### config.mk
export PLATFORM = sky130hd
export DESIGN_NAME = switch_allocator_wh
export DESIGN_NICKNAME = d
export VERILOG_FILES = /design/src/rtl/switch_allocator_wh_pkg.sv /design/src/rtl/rr_arbiter.sv /design/src/rtl/switch_allocator_wh.sv
export SDC_FILE = /design/constraint.sdc
export NUM_CORES = 1
export LEC_CHECK = 0
export CAP_MARGIN = 20
export CORE_UTILIZATION = 45
export CTS_BUF_LIST = sky130_fd_sc_hd__clkbuf_8 sky130_fd_sc_hd__clkbuf_16
export CTS_CLUSTER_DIAMETER = 120
export DETAILED_ROUTE_END_ITERATION = 7
export GPL_ROUTABILITY_DRIVEN = 0
export MAX_ROUTING_LAYER = met4
export PLACE_DENSITY = 0.72
export SLEW_MARGIN = 20
export SYNTH_ARGS = -nofsm -noshare
export SYNTH_HDL_FRONTEND = slang
export SYNTH_SLANG_ARGS = --single-unit
### constraint.sdc
create_clock -name clk -period 6.5 [get_ports clk]
set_input_delay 1.3 -clock clk [delete_from_list [all_inputs] [get_ports clk]]
set_output_delay 1.3 -clock clk [all_outputs]
set_load 0.02 [all_outputs]
### src/rtl/switch_allocator_wh_pkg.sv
// Shared NoC port naming and the wormhole lock-entry record
// used by the switch allocator.
package params_noc;

  localparam int in_Port_Cnt = 5;
  localparam int LOCK_IDX_W  = 4;

  typedef enum logic [2:0] {
    LOCAL = 3'd0,
    NORTH = 3'd1,
    EAST  = 3'd2,
    SOUTH = 3'd3,
    WEST  = 3'd4
  } inout_Port;

  typedef struct packed {
    logic                  valid;
    logic [LOCK_IDX_W-1:0] in_idx;
    logic [LOCK_IDX_W-1:0] vc_idx;
  } lock_entry_t;

endpackage

### src/rtl/rr_arbiter.sv
// Round-robin arbiter: priority starts at ptr, which moves
// to winner+1 only when the caller confirms the grant.
module rr_arbiter #(
  parameter int N = 4,
  localparam int IW = (N > 1) ? $clog2(N) : 1
) (
  input  logic          clk,
  input  logic          rst,
  input  logic [N-1:0]  req,
  input  logic          update_en,
  output logic [N-1:0]  gnt,
  output logic [IW-1:0] idx
);

  logic [IW-1:0] ptr;
  logic [IW:0]   s;
  logic [IW-1:0] k;

  // Scan from farthest to nearest so the nearest request wins.
  always_comb begin
    gnt = '0;
    idx = '0;
    s   = '0;
    k   = '0;
    for (int i = N - 1; i >= 0; i--) begin
      s = {1'b0, ptr} + (IW + 1)'(i);
      if (s >= (IW + 1)'(N)) s = s - (IW + 1)'(N);
      k = s[IW-1:0];
      if (req[k]) begin
        gnt    = '0;
        gnt[k] = 1'b1;
        idx    = k;
      end
    end
  end

  always_ff @(posedge clk or posedge rst) begin
    if (rst) begin
      ptr <= '0;
    end else if (update_en && |req) begin
      ptr <= (idx == IW'(N - 1)) ? '0 : idx + IW'(1);
    end
  end

endmodule

### src/rtl/switch_allocator_wh.sv
// Two-stage separable switch allocator (VC then output).
// SA_PKT_LOCK_EN adds wormhole locking of outputs.
module switch_allocator_wh
  import params_noc::*;
#(
  parameter int PORT_CNT = in_Port_Cnt,
  parameter int VC_NUM   = 4,
  localparam int SW = $clog2(PORT_CNT),
  localparam int VW = $clog2(VC_NUM)
) (
  input  logic                               clk,
  input  logic                               rst,
  input  logic      [PORT_CNT-1:0][VC_NUM-1:0] request_in,
  input  inout_Port [PORT_CNT-1:0][VC_NUM-1:0] out_port_in,
  input  logic      [PORT_CNT-1:0][VC_NUM-1:0] tail_in,
  input  logic      [PORT_CNT-1:0]             out_ready_in,
  output logic      [PORT_CNT-1:0][VC_NUM-1:0] grant_o,
  output logic      [PORT_CNT-1:0][SW-1:0]     xbar_sel_o,
  output logic      [PORT_CNT-1:0]             xbar_vld_o
);

  logic [PORT_CNT-1:0][VC_NUM-1:0]   s1_req;
  logic [PORT_CNT-1:0][VC_NUM-1:0]   s1_gnt;
  logic [PORT_CNT-1:0][VW-1:0]       s1_idx;
  logic [PORT_CNT-1:0]               won;
  logic [PORT_CNT-1:0][PORT_CNT-1:0] s2_req;
  logic [PORT_CNT-1:0][PORT_CNT-1:0] s2_gnt;
  logic [PORT_CNT-1:0][SW-1:0]       s2_idx;

`ifdef SA_PKT_LOCK_EN
  lock_entry_t [PORT_CNT-1:0] lock_q;
  logic [PORT_CNT-1:0]         win_tail;
  logic [PORT_CNT-1:0][VW-1:0] win_vc;
`else
  logic unused_tail;
  assign unused_tail = ^tail_in;
`endif

  // A VC owning a lock on its target pre-empts its siblings.
  always_comb begin : s1_mask
    logic [VC_NUM-1:0] elig;
    logic [VC_NUM-1:0] own;
    inout_Port         t;
    s1_req = '0;
    for (int p = 0; p < PORT_CNT; p++) begin
      elig = '0;
      own  = '0;
      for (int v = 0; v < VC_NUM; v++) begin
        t = out_port_in[p][v];
        elig[v] = request_in[p][v] &&
                  (int'(t) < PORT_CNT) &&
                  out_ready_in[t];
`ifdef SA_PKT_LOCK_EN
        if (elig[v] && lock_q[t].valid) begin
          if (lock_q[t].in_idx == LOCK_IDX_W'(p) &&
              lock_q[t].vc_idx == LOCK_IDX_W'(v))
            own[v] = 1'b1;
          else
            elig[v] = 1'b0;
        end
`endif
      end
      s1_req[p] = (|own) ? own : elig;
    end
  end

  always_comb begin : s2_build
    inout_Port tgt;
    s2_req = '0;
    for (int p = 0; p < PORT_CNT; p++) begin
      tgt = out_port_in[p][s1_idx[p]];
      for (int o = 0; o < PORT_CNT; o++)
        s2_req[o][p] = (|s1_gnt[p]) && (int'(tgt) == o);
    end
  end

  always_comb begin
    won = '0;
    for (int o = 0; o < PORT_CNT; o++)
      won = won | s2_gnt[o];
  end

  for (genvar p = 0; p < PORT_CNT; p++) begin : g_s1
    rr_arbiter #(.N(VC_NUM)) u_arb (
      .clk       (clk),
      .rst       (rst),
      .req       (s1_req[p]),
      .update_en (won[p]),
      .gnt       (s1_gnt[p]),
      .idx       (s1_idx[p])
    );
  end

  for (genvar o = 0; o < PORT_CNT; o++) begin : g_s2
    rr_arbiter #(.N(PORT_CNT)) u_arb (
      .clk       (clk),
      .rst       (rst),
      .req       (s2_req[o]),
      .update_en (|s2_req[o]),
      .gnt       (s2_gnt[o]),
      .idx       (s2_idx[o])
    );
  end

  always_ff @(posedge clk or posedge rst) begin
    if (rst) begin
      grant_o    <= '0;
      xbar_sel_o <= '0;
      xbar_vld_o <= '0;
    end else begin
      for (int p = 0; p < PORT_CNT; p++)
        grant_o[p] <= won[p] ? s1_gnt[p] : '0;
      for (int o = 0; o < PORT_CNT; o++)
        xbar_vld_o[o] <= |s2_req[o];
      xbar_sel_o <= s2_idx;
    end
  end

`ifdef SA_PKT_LOCK_EN
  always_comb begin
    win_tail = '0;
    win_vc   = '0;
    for (int o = 0; o < PORT_CNT; o++)
      for (int p = 0; p < PORT_CNT; p++)
        if (s2_gnt[o][p]) begin
          win_tail[o] = tail_in[p][s1_idx[p]];
          win_vc[o]   = s1_idx[p];
        end
  end

  // Head/body grants (re)arm the lock; a tail grant frees it.
  always_ff @(posedge clk or posedge rst) begin
    if (rst) begin
      lock_q <= '0;
    end else begin
      for (int o = 0; o < PORT_CNT; o++)
        if (|s2_req[o]) begin
          if (win_tail[o]) begin
            lock_q[o].valid <= 1'b0;
          end else begin
            lock_q[o].valid  <= 1'b1;
            lock_q[o].in_idx <= LOCK_IDX_W'(s2_idx[o]);
            lock_q[o].vc_idx <= LOCK_IDX_W'(win_vc[o]);
          end
        end
    end
  end
`endif

endmodule

==> parameters.txt, run 1 <==
Parameter                              Value

Clocking
  Cell at the root of the clock tree ... clkbuf_16
  CTS H-tree lvls ... 3
  Number of hold buffers added after cts ... 0
  Clock-pin slew of the registers on the worst-case setup and hold paths ... 0.06 ns
  Clock buffers created by TritonCTS ... 9
  Count of clock tree sinks ... 65
  CTS tree ... built
  Worst skew pair latency ... 0.36 ns
  Clk buf depth ... 2

Timing
  Shortest clock period the worst path allows after layout ... 6.39 ns
  Remaining max-slew budget at the tightest pin ... 0.389
  Max Clk Rate ... 0.156 GHz
  Final worst path period share ... 0.983
  TNS Setup ... 0 ns
  Slew at the pin closest to its max-slew limit ... 0.916 ns
  Setup WS post-layout ... 0.107 ns
  Max Slew Vio Count ... 0
  Hold Vio Cnt, Final ... 0
  Final Skew ... 0.00866 ns
  Number of failing setup endpoints in the final timing report ... 0
  RSZ-0062 raised after global routing ... true

Route
  Number of design rule violations left after detail routing ... 0
  Final wirelength ... 43100 um
  Vias after detailed routing ... 14800
  Routed Antenna Nets ... 0
  Count of routing violations after the opening detailed-route iteration ... 1557
  Via density per instance ... 6.31
  Total iterations of the first detailed-routing run ... 6
  Mean routed wirelength per cell ... 18.4 um

Setup path
  Slowest cell on the critical path ... mux4_2
  CP delay by family, top ... multiplexers
  Crit start category ... input pin
  Crit Path Max Fanout ... 17
  Flop2flop setup slack ... 0.95 ns
  Critical path class ... input pin to flip-flop
  RR Endpoint ... g_s1[1].u_arb.ptr[0]
  Worst reg2reg path depth ... 18
  Buf/Inv on CP ... 5
  Critical register-to-register path startpoint ... g_s1[2].u_arb.ptr[0]
  Max stage delay on crit path ... 0.55 ns
  Sort of element at the end of the critical path ... flip-flop
  Worst path required time ... 6.73 ns
  Cell-by-cell trace of the critical path ... clkdlybuf4s50_1, buf_12, buf_4, mux4_2, nor2b_4, o21a_1, mux4_2, a21oi_1, a2bb2oi_2, buf_4, mux2_2, nor4b_2, buf_4, a22oi_1, nand3_1, o311a_1, nor4b_1, o21bai_1, a31oi_4, mux2_1
  WP data arrival ... 6.62 ns
  Cell seen most often among critical-path stages ... buf_4

GRT
  Global-route wire length before repair ... 69300 um
  Total routing usage reported by global routing ... 0.304
  Remaining global-route overflow ... 0
  Number of antenna violations at the first check in global routing ... 0
  Number of global-route vias before repair ... 14100
  Largest net degree at the start of global routing ... 66

Cells and area
  Most used cells in the layout excluding fill and tap cells ... 265 x buf_4, 156 x nor2_1, 137 x nand2_1
  Antenna Cells ... 0
  Layout Nets ... 2159
  Layout cells sized above 1 ... 0.223
  Most frequent standard cell in the layout excluding fill and tap cells ... buf_4
  Area growth from synthesis to final layout ... 32.3%

Die
  Count of pins on the block boundary ... 147
  Placeable core region ... 27300 um^2
  Overall die width ... 169 um
  Count of standard-cell rows ... 60
  Vertical die dimension ... 169 um
  Initial Utilization ... 0.463
  Full die area ... 28700 um^2

Place
  Count of buffers from port buffering ... 126
  Dpl hpwl ... 33900 um
  Setup Slack @ Placement ... -0.259 ns

Yosys
  Post-synthesis area per instance ... 7.84 um^2
  Summed instance area of the synthesized netlist ... 12600 um^2
  Cells after Synth ... 1608
  Number of warnings reported in the yosys synthesis log ... 0
  Count of flip-flops with a built-in enable after synthesis ... 0
  Async set-reset flop share out of synthesis ... 1.00
  Post-synth net total ... 1807
  Top FF cell, synth ... dfrtp_1
  Sequential cell area fraction in the yosys report ... 0.129
  Cell variety after synth ... 105
  Number of storage elements in the synthesis netlist ... 65

Worst hold path
  Launch point of the worst hold path ... g_s1[0].u_arb.ptr[0]
  Terminating pin of the worst hold path ... g_s1[0].u_arb.ptr[0]
  Hold-critical path depth ... 2
  Type of the most critical hold path ... flip-flop to flip-flop

Run
  Max-cap viol count ... 0

Run status
  Result of the run ... completed
==> per-layer routing <==
layer / track usage / wire (um)
met5: - / 0
met4: 0.116 / 1380
met3: 0.0555 / 3580
met2: 0.495 / 20300
met1: 0.374 / 17900
==> worst max path at each step <==
stage | depth (start not counted) | from | slack, ns | to
floorplan | 18 | out_ready_in[2] | 0.35 | g_s2[2].u_arb.ptr[1]
global placement | 17 | out_ready_in[3] | -0.16 | g_s1[1].u_arb.ptr[0]
detailed placement | 21 | out_ready_in[3] | -0.26 | g_s2[3].u_arb.ptr[2]
global route | 23 | out_ready_in[3] | -0.06 | g_s2[3].u_arb.ptr[2]
finish | 20 | out_ready_in[2] | 0.11 | g_s1[1].u_arb.ptr[0]
CTS | 21 | out_ready_in[2] | 0.1 | g_s2[3].u_arb.ptr[2]
==> stage by stage <==
stage               utilization  instance area (um^2)  hold slack (ns)  cells
floorplan                     -                 12600            0.664   1608
global placement          0.592                 16100            0.681   2318
detailed placement        0.592                 16100            0.704   2318
CTS                       0.604                 16500            0.718   2334
global route              0.612                 16700            0.789   2337
finish                    0.612                 16700            0.725   2337
==> worst min-delay path, stage by stage (launching register included) <==
cell,delay (ns)
dfrtp_1,0.34
inv_1,0.16
mux2i_1,0.17
==> timing repair <==
item	in CTS	in global routing
endpoints found under the setup margin	0	43
buffers inserted	0	3
resized for setup	0	50
==> flip-flops by register name (all words and copies together) (netlist names) <==
name / flops
grant_o: 20
g_s2.u_arb.ptr: 15
xbar_sel_o: 15
g_s1.u_arb.ptr: 10
xbar_vld_o: 5
==> layout make-up <==
| type | instances | area, um^2 |
|---|---|---|
| clock buffer | 9 | 225 |
| clock inverter | 7 | 87.6 |
| fill | 2349 | 10600 |
| inverter | 79 | 298 |
| multi-input combinational | 1410 | 10700 |
| sequential | 65 | 1630 |
| tap | 372 | 465 |
| timing repair buffer | 395 | 3330 |
==> Yosys cell counts (23+ instances only) <==
master / count / area [um^2]
mux4_2: 37 / 833
nand2b_1: 26 / 163
and2_1: 32 / 200
mux2_2: 23 / 259
dfrtp_1: 65 / 1630
nand4_1: 36 / 225
o21ai_0: 75 / 375
nor2_1: 159 / 597
a21oi_1: 92 / 460
xnor2_1: 40 / 350
nand3_1: 61 / 305
nand2_1: 137 / 514
o211ai_1: 30 / 225
inv_1: 72 / 270
nor2b_1: 32 / 200
ha_1: 87 / 1090
mux2i_1: 64 / 641
clkbuf_1: 30 / 113
nor3_1: 39 / 195
==> cell families after synthesis <==
kind of cell / count (synthesis) / share of synthesized area
compound gates: 484 / 0.278
xor+xnor: 43 / 0.0299
fa+ha+maj: 92 / 0.0942
buf+inv: 133 / 0.0432
flops: 65 / 0.129
mux: 129 / 0.142
simple gates: 662 / 0.284
Power of run 1 is left out: the tool's default activity adds up to more than one toggle a clock period on the data nets, which glitch-free logic cannot reach.
==> run 2: changes to the inputs <==
--- a/config.mk
+++ b/config.mk
@@ -11,6 +11,7 @@
 export CTS_CLUSTER_DIAMETER = 120
 export DETAILED_ROUTE_END_ITERATION = 7
 export GPL_ROUTABILITY_DRIVEN = 0
+export GPL_TIMING_DRIVEN = 0
 export MAX_ROUTING_LAYER = met4
 export PLACE_DENSITY = 0.72
 export SLEW_MARGIN = 20
==> run 2 against run 1 <==
- cell count decreased by 5.6%
- critical path depth decreased by 2
- global-route usage decreased by 0.24 points
- count of clock-buffer cells in the layout increased by 2
- non-clock buffer count decreased by 132
- routed wire length increased by 3.4%
- core utilization decreased by 0.92 points
- critical path type unchanged
- die area unchanged
==> parameters.txt, run 2 (synthesis gave the netlist of run 1 again) <==
Parameter                              Value

Run status
  Result of the run ... completed (unchanged)

GRT
  Met1 Track Usage GR ... 0.396 (was 0.374)
  Global-route wire length before repair ... 68100 um (was 69300 um)
  Peak-usage layer in the global routing report ... met2 (unchanged)
  Remaining global-route overflow ... 0 (unchanged)
  Fraction of met2 tracks used by global routing ... 0.472 (was 0.495)
  Met3 Resource Use GR ... 0.0408 (was 0.0555)
  Number of global-route vias before repair ... 13100 (was 14100)
  Total routing usage reported by global routing ... 0.302 (was 0.304)
  Number of antenna violations at the first check in global routing ... 1 (was 0)
  Largest net degree at the start of global routing ... 40 (was 66)

Clocking
  CTS H-tree lvls ... 3 (unchanged)
  Worst skew pair latency ... 0.35 ns (was 0.36 ns)
  Clock-pin slew of the registers on the worst-case setup and hold paths ... 0.06 ns (about the same)
  Clk buf depth ... 2 (unchanged)
  Count of clock tree sinks ... 65 (unchanged)
  Cell at the root of the clock tree ... clkbuf_16 (unchanged)
  Clock buffers created by TritonCTS ... 9 (unchanged)
  Number of hold buffers added after cts ... 0 (unchanged)
  CTS tree ... built (unchanged)

Cells and area
  Most used cells in the layout excluding fill and tap cells ... 152 x nor2_1, 136 x nand2_1, 113 x clkdlybuf4s50_1 (was 265 x buf_4, 156 x nor2_1, 137 x nand2_1)
  Most frequent standard cell in the layout excluding fill and tap cells ... nor2_1 (was buf_4)
  Layout Nets ... 2028 (was 2159)
  Layout filler cell count ... 2369 (was 2349)
  Combined area of the multi-input logic cells ... 11500 um^2 (was 10700 um^2)
  Area growth from synthesis to final layout ... 30.3% (was 32.3%)
  Largest registers ranked by flip-flop count ... grant_o (20), g_s2.u_arb.ptr (15), xbar_sel_o (15) (unchanged)
  Register area ... 1630 um^2 (unchanged)
  Largest reg by FF count ... grant_o (unchanged)
  Layout cells sized above 1 ... 0.190 (was 0.223)
  Flip-flop count of the largest register after layout ... 20 (unchanged)

Timing
  Max Slew Vio Count ... 0 (unchanged)
  Final Skew ... 0.0161 ns (was 0.00866 ns)
  Final worst path period share ... 0.992 (was 0.983)
  Slew at the pin closest to its max-slew limit ... 0.847 ns (was 0.916 ns)
  Number of failing setup endpoints in the final timing report ... 0 (unchanged)
  Min Hold Slack ... 0.750 ns (was 0.725 ns)
  Remaining max-slew budget at the tightest pin ... 0.435 (was 0.389)
  Hold Vio Cnt, Final ... 0 (unchanged)
  Max Clk Rate ... 0.155 GHz (was 0.156 GHz)
  Shortest clock period the worst path allows after layout ... 6.45 ns (was 6.39 ns)
  Setup WS post-layout ... 0.0500 ns (was 0.107 ns)

Place
  Count of buffers from port buffering ... 126 (unchanged)
  Dpl hpwl ... 32100 um (was 33900 um)
  Setup Slack @ Placement ... -1.36 ns (was -0.259 ns)

Route
  Routed Antenna Nets ... 0 (unchanged)
  Vias after detailed routing ... 14500 (was 14800)
  Final wirelength ... 44600 um (was 43100 um)
  Number of design rule violations left after detail routing ... 0 (unchanged)
  Count of routing violations after the opening detailed-route iteration ... 1547 (was 1557)
  Via density per instance ... 6.59 (was 6.31)
  Total iterations of the first detailed-routing run ... 6 (unchanged)
  Mean routed wirelength per cell ... 20.2 um (was 18.4 um)

Die
  Count of pins on the block boundary ... 147 (unchanged)
  Full die area ... 28700 um^2 (unchanged)
  Initial Utilization ... 0.463 (unchanged)
  Count of standard-cell rows ... 60 (unchanged)
  Placeable core region ... 27300 um^2 (unchanged)
  Vertical die dimension ... 169 um (unchanged)
  Overall die width ... 169 um (unchanged)

Setup path
  Worst path required time ... 6.73 ns (about the same)
  Worst reg2reg path depth ... 17 (was 18)
  Crit Path Max Fanout ... 5 (was 17)
  Flop2flop setup slack ... 0.44 ns (was 0.95 ns)
  Critical path class ... input pin to flip-flop (unchanged)
  WP data arrival ... 6.68 ns (was 6.62 ns)
  Cell-by-cell trace of the critical path ... clkdlybuf4s50_1, mux2_2, a32o_1, o211ai_1, and4_2, a21boi_1, o22ai_4, mux4_2, buf_4, nor4b_4, buf_4, nor3_1, a211o_1, o2111ai_1, o22ai_1, and4b_2, a31oi_4, mux2_1 (was clkdlybuf4s50_1, buf_12, buf_4, mux4_2, nor2b_4, o21a_1, mux4_2, a21oi_1, a2bb2oi_2, buf_4, mux2_2, nor4b_2, buf_4, a22oi_1, nand3_1, o311a_1, nor4b_1, o21bai_1, a31oi_4, mux2_1)
  Crit start category ... input pin (unchanged)
  Max stage delay on crit path ... 0.59 ns (was 0.55 ns)
  Cell seen most often among critical-path stages ... buf_4 (unchanged)
  Sort of element at the end of the critical path ... flip-flop (unchanged)
  Slowest cell on the critical path ... mux4_2 (unchanged)

Worst hold path
  Hold-critical path depth ... 2 (unchanged)
  Type of the most critical hold path ... flip-flop to flip-flop (unchanged)

Run
  Max-cap viol count ... 0 (unchanged)
-- run 2: cell types whose count changed in the layout (fill, tap and decap cells not counted), moves of 6 or more --
cell / previous run / this run
buf_2: 0 / 7
a21oi_2: 1 / 7
buf_6: 0 / 8
nor3_1: 37 / 29
clkbuf_1: 0 / 24
a21oi_1: 91 / 85
o21ai_1: 11 / 4
nor4b_4: 0 / 7
dlymetal6s2s_1: 0 / 13
clkdlybuf4s50_1: 126 / 113
buf_4: 265 / 81
o21ai_2: 0 / 6
nor4b_2: 8 / 1
clkbuf_4: 0 / 8
-- run 2: layout make-up --
cell class	instances	share of cell area
clock inverter	3	0.00396
sequential	65	0.0989
clock buffer	11	0.0154
multi-input combinational	1411	0.697
buffer	50	0.0189
timing repair buffer	213	0.119
antenna	1	0.000152
tap	372	0.0283
inverter	79	0.0182
-- run 2: critical path, delay by kind of cell --
family	cells	cell delay [ns]
multiplexers	3	1.29
buffers and inverters	3	0.89
AND/OR/NAND/NOR	4	1.30
AO/OA/AOI/OAI	8	1.89
-- run 2: through the flow --
step	instance area, um^2	utilization	setup TNS [ns]	instances
floorplan	12600	-	0	1608
global placement	14300	0.526	-56.43	2106
detailed placement	14400	0.527	-56.86	2107
CTS	15600	0.572	0	2169
global route	16400	0.603	-0.0325	2205
finish	16400	0.603	0	2205
-- run 2: final timing paths --
| path | start | endpoint |
|---|---|---|
| worst max-delay path | out_port_in[36] | g_s1[1].u_arb.ptr[0] |
| worst min-delay path | g_s2[2].u_arb.ptr[2] | g_s2[2].u_arb.ptr[2] |
| worst max register to register | g_s1[3].u_arb.ptr[0] | g_s1[1].u_arb.ptr[0] |
| worst min register to register | g_s2[2].u_arb.ptr[2] | g_s2[2].u_arb.ptr[2] |
| max in group asynchronous | rst | g_s2[4].u_arb.ptr[1] |
| min in group asynchronous | rst | xbar_sel_o[8] |
-- run 2: timing repair --
action	in CTS	in global routing
pin swaps	21	49
resized for setup	90	135
gates cloned	1	5
setup endpoints to repair	57	45
setup buffers	48	33
-- run 2: per-layer routing --
| layer | vias to the layer above | wire (um) |
|---|---|---|
| met5 | - | 0 |
| met4 | 0 | 1750 |
| met3 | 130 | 4290 |
| met2 | 836 | 20100 |
| met1 | 6897 | 18500 |
| li1 | 6666 | - |
Power of run 2 is left out for the same reason.
